`src/rtl/coreport_pkg.sv`:
```
// Shared constants for the GPIO port input conditioning stage.
package coreport_pkg;
    localparam int COREPORT_WIDTH       = 32;
    localparam int COREPORT_SYNC_STAGES = 2;
    localparam int COREPORT_DB_CNT_W    = 8;
    localparam int COREPORT_PRESC_W     = 16;

    localparam logic EDGE_RISE = 1'b0;
    localparam logic EDGE_FALL = 1'b1;
endpackage

```
`src/rtl/coreport_debounce.sv`:
```
// One pin: synchroniser, tick-qualified debounce filter and delayed level for edge detection.
// Latency SYNC_STAGES cycles in bypass; no backpressure.
module coreport_debounce #(
    parameter int SYNC_STAGES = 2,
    parameter int CNT_W       = 8
) (
    input  logic             wb_clk,
    input  logic             wb_rst,
    input  logic             pin_i,
    input  logic             db_en_i,
    input  logic [CNT_W-1:0] db_len_i,
    input  logic             tick_i,
    output logic             pin_o,
    output logic             pin_d_o
);
    logic [SYNC_STAGES-1:0] sync_q;
    logic [CNT_W-1:0]       cnt_q, cnt_d;
    logic                   lvl_q, lvl_d;
    logic                   pin_d_q;
    logic                   sync;

    assign sync = sync_q[SYNC_STAGES-1];

    // cnt only advances while the synchronised level disagrees with the output,
    // and is bounded by db_len_i so it cannot wrap.
    always_comb begin
        cnt_d = cnt_q;
        lvl_d = lvl_q;
        if (!db_en_i) begin
            cnt_d = '0;
            lvl_d = sync;
        end else if (sync == lvl_q) begin
            cnt_d = '0;
        end else if (tick_i) begin
            if (cnt_q >= db_len_i) begin
                lvl_d = sync;
                cnt_d = '0;
            end else begin
                cnt_d = cnt_q + 1'b1;
            end
        end
    end

    always_ff @(posedge wb_clk) begin
        if (wb_rst) begin
            sync_q  <= '0;
            cnt_q   <= '0;
            lvl_q   <= 1'b0;
            pin_d_q <= 1'b0;
        end else begin
            sync_q  <= {sync_q[SYNC_STAGES-2:0], pin_i};
            cnt_q   <= cnt_d;
            lvl_q   <= lvl_d;
            pin_d_q <= lvl_q;
        end
    end

    assign pin_o   = lvl_q;
    assign pin_d_o = pin_d_q;
endmodule

```
`src/rtl/coreport_incond.sv`:
```
// GPIO input conditioning: per-pin sync + debounce, shared prescaler, registered edge/event pulses.
// Events lag pin_o by one cycle; fire-and-forget, no backpressure.
module coreport_incond
    import coreport_pkg::*;
#(
    parameter int WIDTH       = COREPORT_WIDTH,
    parameter int SYNC_STAGES = COREPORT_SYNC_STAGES,
    parameter int CNT_W       = COREPORT_DB_CNT_W,
    parameter int PRESC_W     = COREPORT_PRESC_W
) (
    input  logic               wb_clk,
    input  logic               wb_rst,
    input  logic [WIDTH-1:0]   pin_i,
    input  logic [WIDTH-1:0]   db_en_i,
    input  logic [CNT_W-1:0]   db_len_i,
    input  logic [PRESC_W-1:0] presc_i,
    input  logic [WIDTH-1:0]   edge_sel_i,
    input  logic [WIDTH-1:0]   edge_both_i,
    output logic [WIDTH-1:0]   pin_o,
    output logic [WIDTH-1:0]   rise_o,
    output logic [WIDTH-1:0]   fall_o,
    output logic [WIDTH-1:0]   evt_o
);
    logic [PRESC_W-1:0] pcnt_q, pcnt_d;
    logic               tick;
    logic [WIDTH-1:0]   pin_d;
    logic [WIDTH-1:0]   rise_d, fall_d, evt_d;
    logic [WIDTH-1:0]   rise_q, fall_q, evt_q;

    // >= rather than == so lowering presc_i below pcnt wraps immediately.
    assign tick   = (pcnt_q >= presc_i);
    assign pcnt_d = tick ? '0 : pcnt_q + 1'b1;

    for (genvar i = 0; i < WIDTH; i++) begin : g_pin
        coreport_debounce #(
            .SYNC_STAGES (SYNC_STAGES),
            .CNT_W       (CNT_W)
        ) u_db (
            .wb_clk   (wb_clk),
            .wb_rst   (wb_rst),
            .pin_i    (pin_i[i]),
            .db_en_i  (db_en_i[i]),
            .db_len_i (db_len_i),
            .tick_i   (tick),
            .pin_o    (pin_o[i]),
            .pin_d_o  (pin_d[i])
        );
    end

    always_comb begin
        rise_d = pin_o & ~pin_d;
        fall_d = ~pin_o & pin_d;
        evt_d  = '0;
        for (int i = 0; i < WIDTH; i++) begin
            if (edge_both_i[i])
                evt_d[i] = rise_d[i] | fall_d[i];
            else if (edge_sel_i[i] == EDGE_FALL)
                evt_d[i] = fall_d[i];
            else
                evt_d[i] = rise_d[i];
        end
    end

    always_ff @(posedge wb_clk) begin
        if (wb_rst) begin
            pcnt_q <= '0;
            rise_q <= '0;
            fall_q <= '0;
            evt_q  <= '0;
        end else begin
            pcnt_q <= pcnt_d;
            rise_q <= rise_d;
            fall_q <= fall_d;
            evt_q  <= evt_d;
        end
    end

    assign rise_o = rise_q;
    assign fall_o = fall_q;
    assign evt_o  = evt_q;
endmodule

```
`config.mk`:
```
export PLATFORM = sky130hd
export DESIGN_NAME = coreport_incond
export DESIGN_NICKNAME = d
export VERILOG_FILES = /design/src/rtl/coreport_pkg.sv /design/src/rtl/coreport_debounce.sv /design/src/rtl/coreport_incond.sv
export SDC_FILE = /design/constraint.sdc
export NUM_CORES = 1
export LEC_CHECK = 0
export CAP_MARGIN = 20
export CORE_UTILIZATION = 34
export DETAILED_ROUTE_END_ITERATION = 8
export GPL_TIMING_DRIVEN = 0
export HOLD_SLACK_MARGIN = 0.06
export SYNTH_ARGS = -nofsm -noshare
export SYNTH_HDL_FRONTEND = slang
export SYNTH_SLANG_ARGS = --single-unit
export TNS_END_PERCENT = 1
```
`constraint.sdc`:
```
create_clock -name wb_clk -period 4.75 [get_ports wb_clk]
set_input_delay 0.7125 -clock wb_clk [delete_from_list [all_inputs] [get_ports wb_clk]]
set_output_delay 0.7125 -clock wb_clk [all_outputs]
set_load 0.01 [all_outputs]
```
; ---- Word-level counts from Yosys, hierarchy flattened
; Index checks and enable logic that the tools add are counted.
; Widths: inputs -> output; s select.
[word_totals]
input_bits = 154
memories = 0
regBits = 496
wordCells = 683
latchBits = 0
mem_bits_rw = 0
output_inout_bits = 128
romBits = 0
[classes]
n_reduce_logical = 65
shifts = 0
n_lt_le_gt_ge = 33
n_eq_ne = 128
div_mod_pow = 0
n_bitwise = 68
mul = 0
mux = 224
n_addsub = 33
[ops]
columns = operator, n
row1 = $add 8x1->8 const B, 32
row2 = $ge 8x8->1, 32
row3 = $mux 8, 32
row4 = $mux 1, 192
row5 = $ne 2x1->1 const B, 64
row6 = $reduce_and 3->1, 32
row7 = $reduce_or 3->1, 32
row8 = $and 32x32->32, 2
row9 = $ne 2x2->1 const B, 32
row10 = $not 32->32, 2
row11 = $eq 1x1->1, 32
row12 = $not 1->1, 32
row13 = $or 1x1->1, 32
row14 = $add 16x1->16 const B, 1
row15 = $ge 16x16->1, 1
row16 = $reduce_or 2->1, 1

; ---- Depth between registers and ports, before layout
; Gate-level depths: netlist of run 1.
[depth]
ltp_word = 5
depth_mapped = 12
ltp_nobuf = 8

; ---- Hierarchy
; Synthesis of run 1 repeated with hierarchy kept, for this count alone.
[hier_totals]
cells_unflattened = 3121
area_unflattened_um2 = 28431.0
[modules_own_cells]
columns = mod, seq_area_each_um2, area_each_um2, instances, cells_each
row1 = coreport_debounce (g_pin[0].u_db ...), 240.2, 723.2, 31, 81
row2 = coreport_incond, 2242.2, 5277.6, 1, 529
row3 = coreport_debounce (g_pin[31].u_db), 240.2, 734.5, 1, 81

; ---- Least setup slack after synthesis of run 1
; Ideal clock, no wire load.
[synth_timing]
kind = input -> register
start = in presc_i[7]
end = reg g_pin[10].u_db.lvl_q
stages = 11
path_buffers = 3
t_arrival_ns = 3.051
required_ns = 4.629
slack_ns = 1.578
setup_time_ns = 0.121
cell_sequence = inv_1 -> ha_1 -> and3_1 -> a211oi_1 -> o211ai_2 -> a2111oi_4 -> buf_6 -> buf_6 -> buf_8 -> o21ai_1 -> mux2_4
[synth_via]
elab_chain_len = 3
[synth_lines]
columns = element, line_no
row1 = from (decl), coreport_incond.sv:16  ; input logic [PRESC_W-1:0] presc_i,
row2 = $ge 16x16->1, coreport_incond.sv:31  ; assign tick = (pcnt_q >= presc_i);
row3 = $ne 2x1->1 (no source line), -
row4 = $reduce_and 3->1 (no source line), -
row5 = to (signal assigned), coreport_debounce.sv:53  ; lvl_q <= lvl_d;
row6 = to (decl), coreport_debounce.sv:18  ; logic lvl_q, lvl_d;
; No other way between the ends.
; A chain may end at the register's enable or synchronous reset.

; ---- Final worst setup path of run 1
[layout_timing]
start = in presc_i[7]
end = reg g_pin[10].u_db.cnt_q[7]
[layout_via]
elab_chain_len = 1
[layout_lines]
columns = element, line_no
row1 = $ge 16x16->1, coreport_incond.sv:31
row2 = to (signal assigned), coreport_debounce.sv:52  ; cnt_q <= cnt_d;
row3 = to (decl), coreport_debounce.sv:17  ; logic [CNT_W-1:0] cnt_q, cnt_d;
; No other way between the ends.

==> results of run 1 <==
## power breakdown
part / switching (mW) / total (mW) / internal (mW)
sequential: 0.0311 / 4.25 / 4.22
clock: 1.85 / 4.49 / 2.64
combinational: 0.369 / 0.705 / 0.336
total: 2.25 / 9.44 / 7.20
## layout make-up
type	count	area, um2	area share
Sequential cell	496	9930	0.303
Buffer	121	729	0.0222
Inverter	180	676	0.0206
Timing Repair Buffer	289	2980	0.0907
Antenna cell	3	7.51	0.000229
Multi-Input combinational cell	2089	15300	0.467
Clock inverter	23	337	0.0103
Clock buffer	76	1530	0.0468
Tap cell	1040	1300	0.0397
## stage by stage
| stage | hold slack, ns | cells | setup slack [ns] | setup TNS [ns] |
|---|---|---|---|---|
| finish | 0.436 | 4317 | 0.352 | 0 |
| global route | 0.452 | 4317 | 0.212 | 0 |
| CTS | 0.436 | 4314 | 0.398 | 0 |
| detailed placement | 0.422 | 4215 | -0.253 | -3.64 |
| global placement | 0.417 | 4207 | -0.578 | -36.92 |
| floorplan | 0.414 | 2886 | 1.58 | 0 |
## worst min-delay path by stage
stage	start	to	depth (start not counted)
finish	g_pin[17].u_db.sync_q[0]$_SDFF_PP0_	g_pin[17].u_db.sync_q[1]$_SDFF_PP0_	1
global route	g_pin[8].u_db.sync_q[0]$_SDFF_PP0_	g_pin[8].u_db.sync_q[1]$_SDFF_PP0_	1
CTS	g_pin[5].u_db.sync_q[0]$_SDFF_PP0_	g_pin[5].u_db.sync_q[1]$_SDFF_PP0_	1
detailed placement	g_pin[5].u_db.sync_q[0]$_SDFF_PP0_	g_pin[5].u_db.sync_q[1]$_SDFF_PP0_	1
global placement	g_pin[26].u_db.sync_q[0]$_SDFF_PP0_	g_pin[26].u_db.sync_q[1]$_SDFF_PP0_	1
floorplan	g_pin[0].u_db.sync_q[0]$_SDFF_PP0_	g_pin[0].u_db.sync_q[1]$_SDFF_PP0_	1
## flip-flops by register name, summed over array words and instances (netlist names)
name	count
pcnt_q	16
rise_o	32
g_pin.u_db.pin_d_o	32
g_pin.u_db.pin_o	32
evt_o	32
g_pin.u_db.cnt_q	256
fall_o	32
g_pin.u_db.sync_q	64
## cells by family after synthesis
| logic type | after synthesis |
|---|---|
| adders and majority gates | 369 |
| buffers and inverters | 301 |
| xor gates and xnor gates | 78 |
| DFF | 496 |
| and+or+nand+nor | 861 |
| muxes | 32 |
| AOI/OAI and AO/OA | 749 |
## routing by layer
metal  GRT usage  up-vias
met5           0        -
met4      0.0676        0
met3      0.0280      127
met2       0.363      518
met1       0.274    10800
li1            -    11100
## Yosys cell counts, drive strengths merged
master and number:
inv 180, o2111ai 32, and4 2, o211ai 26, clkbuf 62, nand2b 33
nor3b 7, buf 59, a2111oi 34, and3 8, and2 5, o21ai 197
a21oi 252, nand3 108, a21o 65, a211oi 66, nor3 32, xor2 8
o31a 32, nor2 128, mux2 32, o31ai 35, or2b 1, or4 35
or3 157, nand4 41, ha 369, xnor2 70, nand2 112, a21boi 8
a2111o 1, o21a 1, nor2b 192, dfxtp 496
==> summary.txt, run 1 <==
=====================================================================================
NumNets Final                                                                   3,754
Total number of vias                                                            22.6k
Fraction of the mapped netlist area in adder cells                              0.173
Largest family of logic cells by synthesized area                        compound AO/OA/AOI/OAI gates
Biggest cell delay along the critical path                                    0.96 ns
Share of the clock period used by the worst path after layout                   0.926
Iteration-0 DRC count of the detailed router                                    1,283
Count of state elements after synthesis                                           496
Depth of the most critical reg-to-reg path                                          9
Commonest cells after routing, fill and taps aside                       496 x sky130_fd_sc_hd__dfxtp_1, 369 x sky130_fd_sc_hd__ha_1, 280 x sky130_fd_sc_hd__clkdlybuf4s50_1
Max-cap violation count                                                             0
Post-Synth Simple-Gate Area                                                     0.175
Clock-pin transition on the worst setup and hold timing paths                 0.07 ns
Power density of the placed cells                                          288 nW/um2
Distinct cells, synth                                                              45
Total track usage                                                               0.212
WL final                                                                    84,900 um
Cell at the root of the clock tree                                       sky130_fd_sc_hd__clkbuf_16
Wire length per cell after detailed routing                                   19.7 um
Vert. Die Dim                                                                  282 um
Skew-Pair Late Insertion Delay                                                0.61 ns
Wl on met1                                                                  38,200 um
Crit path max-delay cell type                                            sky130_fd_sc_hd__a2111oi_4
Antenna violations before repair                                                    4
Cell accounting for the most synthesized area                            sky130_fd_sc_hd__dfxtp_1
Final hold violation count                                                          0
Source of the critical timing path                                         presc_i[7]
Multiplexer area fraction after synthesis                                      0.0140
Antenna-violating nets left                                                         0
Overall Power                                                                 9.44 mW
Post-layout instance area                                                  32,800 um2
Shortest period the worst path allows                                         4.40 ns
Data arrival time of the critical path                                        4.94 ns
Placed wire-length estimate                                                 61,900 um
Core Area                                                                  77,500 um2
Startpoint of the most critical register-to-register path                pcnt_q[7]$_SDFF_PP0_
Via-per-instance ratio                                                           5.22
Minimum setup slack among reg-to-reg paths                                    0.56 ns
Via count of the first global-routing pass                                      21.9k
Row Count                                                                         102
Worst setup path end                                                     g_pin[10].u_db.cnt_q[7]$_SDFFE_PP0P_
Most frequent standard cell in the layout excluding fill and tap cells   sky130_fd_sc_hd__dfxtp_1
Static power due to leakage                                                   12.5 nW
Achievable frequency                                                          227 MHz
Final setup viols                                                                   0
Warning count from the yosys run                                                    0
Worst IR Drop VDD                                                            0.229 mV
Gate count after technology mapping                                             2,886
Required time of the critical path                                            5.29 ns
Horiz. Die Dim                                                                 282 um
Port-buffer cells                                                                 281
Starting density of the core                                                    0.344
Crit Reg-Reg Endpoint                                                    g_pin[10].u_db.cnt_q[7]$_SDFFE_PP0P_
Syn_nets                                                                        3,409
CTS sink count                                                                    496
Total gr overflow                                                                   0
Tightest Pin Transition                                                       1.12 ns
Area of the die                                                            79,500 um2
First-pass GRT wire length                                                 129,000 um
Clock tree from TritonCTS                                                         yes
Slew Viols, Final                                                                   0
Max Buffers Root-to-Sink                                                            3
Setup skew after layout                                                     0.0123 ns
First-pass detailed-route iteration total                                           5
Outcome                                                                  complete, no violations
Relative slew slack                                                             0.257
Cells along the critical path                                            clkdlybuf4s50_1, inv_1, ha_1, and3_1, a211oi_1, o211ai_2, a2111oi_4, clkbuf_1, buf_1, o21ai_0, a21oi_1
Placed cell area                                                           30,900 um2
Unrepaired setup endpoints after global routing                                    no
Average size of a mapped cell                                                9.23 um2
CTS H-tree lvls                                                                     2
Largest net degree at the start of global routing                                  28
Path class of the lowest-slack min-delay path                            flop to flop
Worst Path Max Fanout                                                              10
Synth Area in Compound Gates                                                    0.186
CP top delay family                                                      compound AO/OA/AOI/OAI gates
Sequential share of the synthesized area                                        0.373
CTS Hold Bufs                                                                       0
Xor/xnor share of the synthesized area                                         0.0257
Wire length on met2                                                         40,100 um
Gp weighted congestion                                                          0.853
Summed instance area of the synthesized netlist                            26,600 um2
Nature of the critical path endpoint                                             flop
Residual DRC count                                                                  0
Layout cell share with drive strength beyond 1                                 0.0620
Core utilization of the finished layout                                         0.423
Number of setup buffers added after CTS                                             0
WS Path Type                                                             primary input to flop
CTS buffer count                                                                   54
Highest signal layer in the routed design                                        met4
Fraction of synthesized cell area taken by the top area cell type               0.373
Met3 layer wire length in the routed design                                   4100 um
Fill cell count                                                                 7,717
Number of buffer and inverter stages on the critical path                           4
Type of element launching the critical path                              primary input
Ports                                                                             282
Number of gates resized after CTS                                                   0
Synth top area cells                                                     sky130_fd_sc_hd__dfxtp_1 37%, sky130_fd_sc_hd__ha_1 17%, sky130_fd_sc_hd__a21oi_1 4.7%
Area added between synthesis and finish                                         23.1%
Path length in cells of the critical path                                          11
=====================================================================================
(Power assumes the default switching activity.)
==> inputs of run 2 (changes only) <==
--- a/config.mk
+++ b/config.mk
@@ -10,6 +10,7 @@
 export DETAILED_ROUTE_END_ITERATION = 8
 export GPL_TIMING_DRIVEN = 0
 export HOLD_SLACK_MARGIN = 0.06
+export PLACE_DENSITY = 0.6
 export SYNTH_ARGS = -nofsm -noshare
 export SYNTH_HDL_FRONTEND = slang
 export SYNTH_SLANG_ARGS = --single-unit
==> results of run 2 <==
No change in the layout: final DEF, timing and power equal those of run 1.
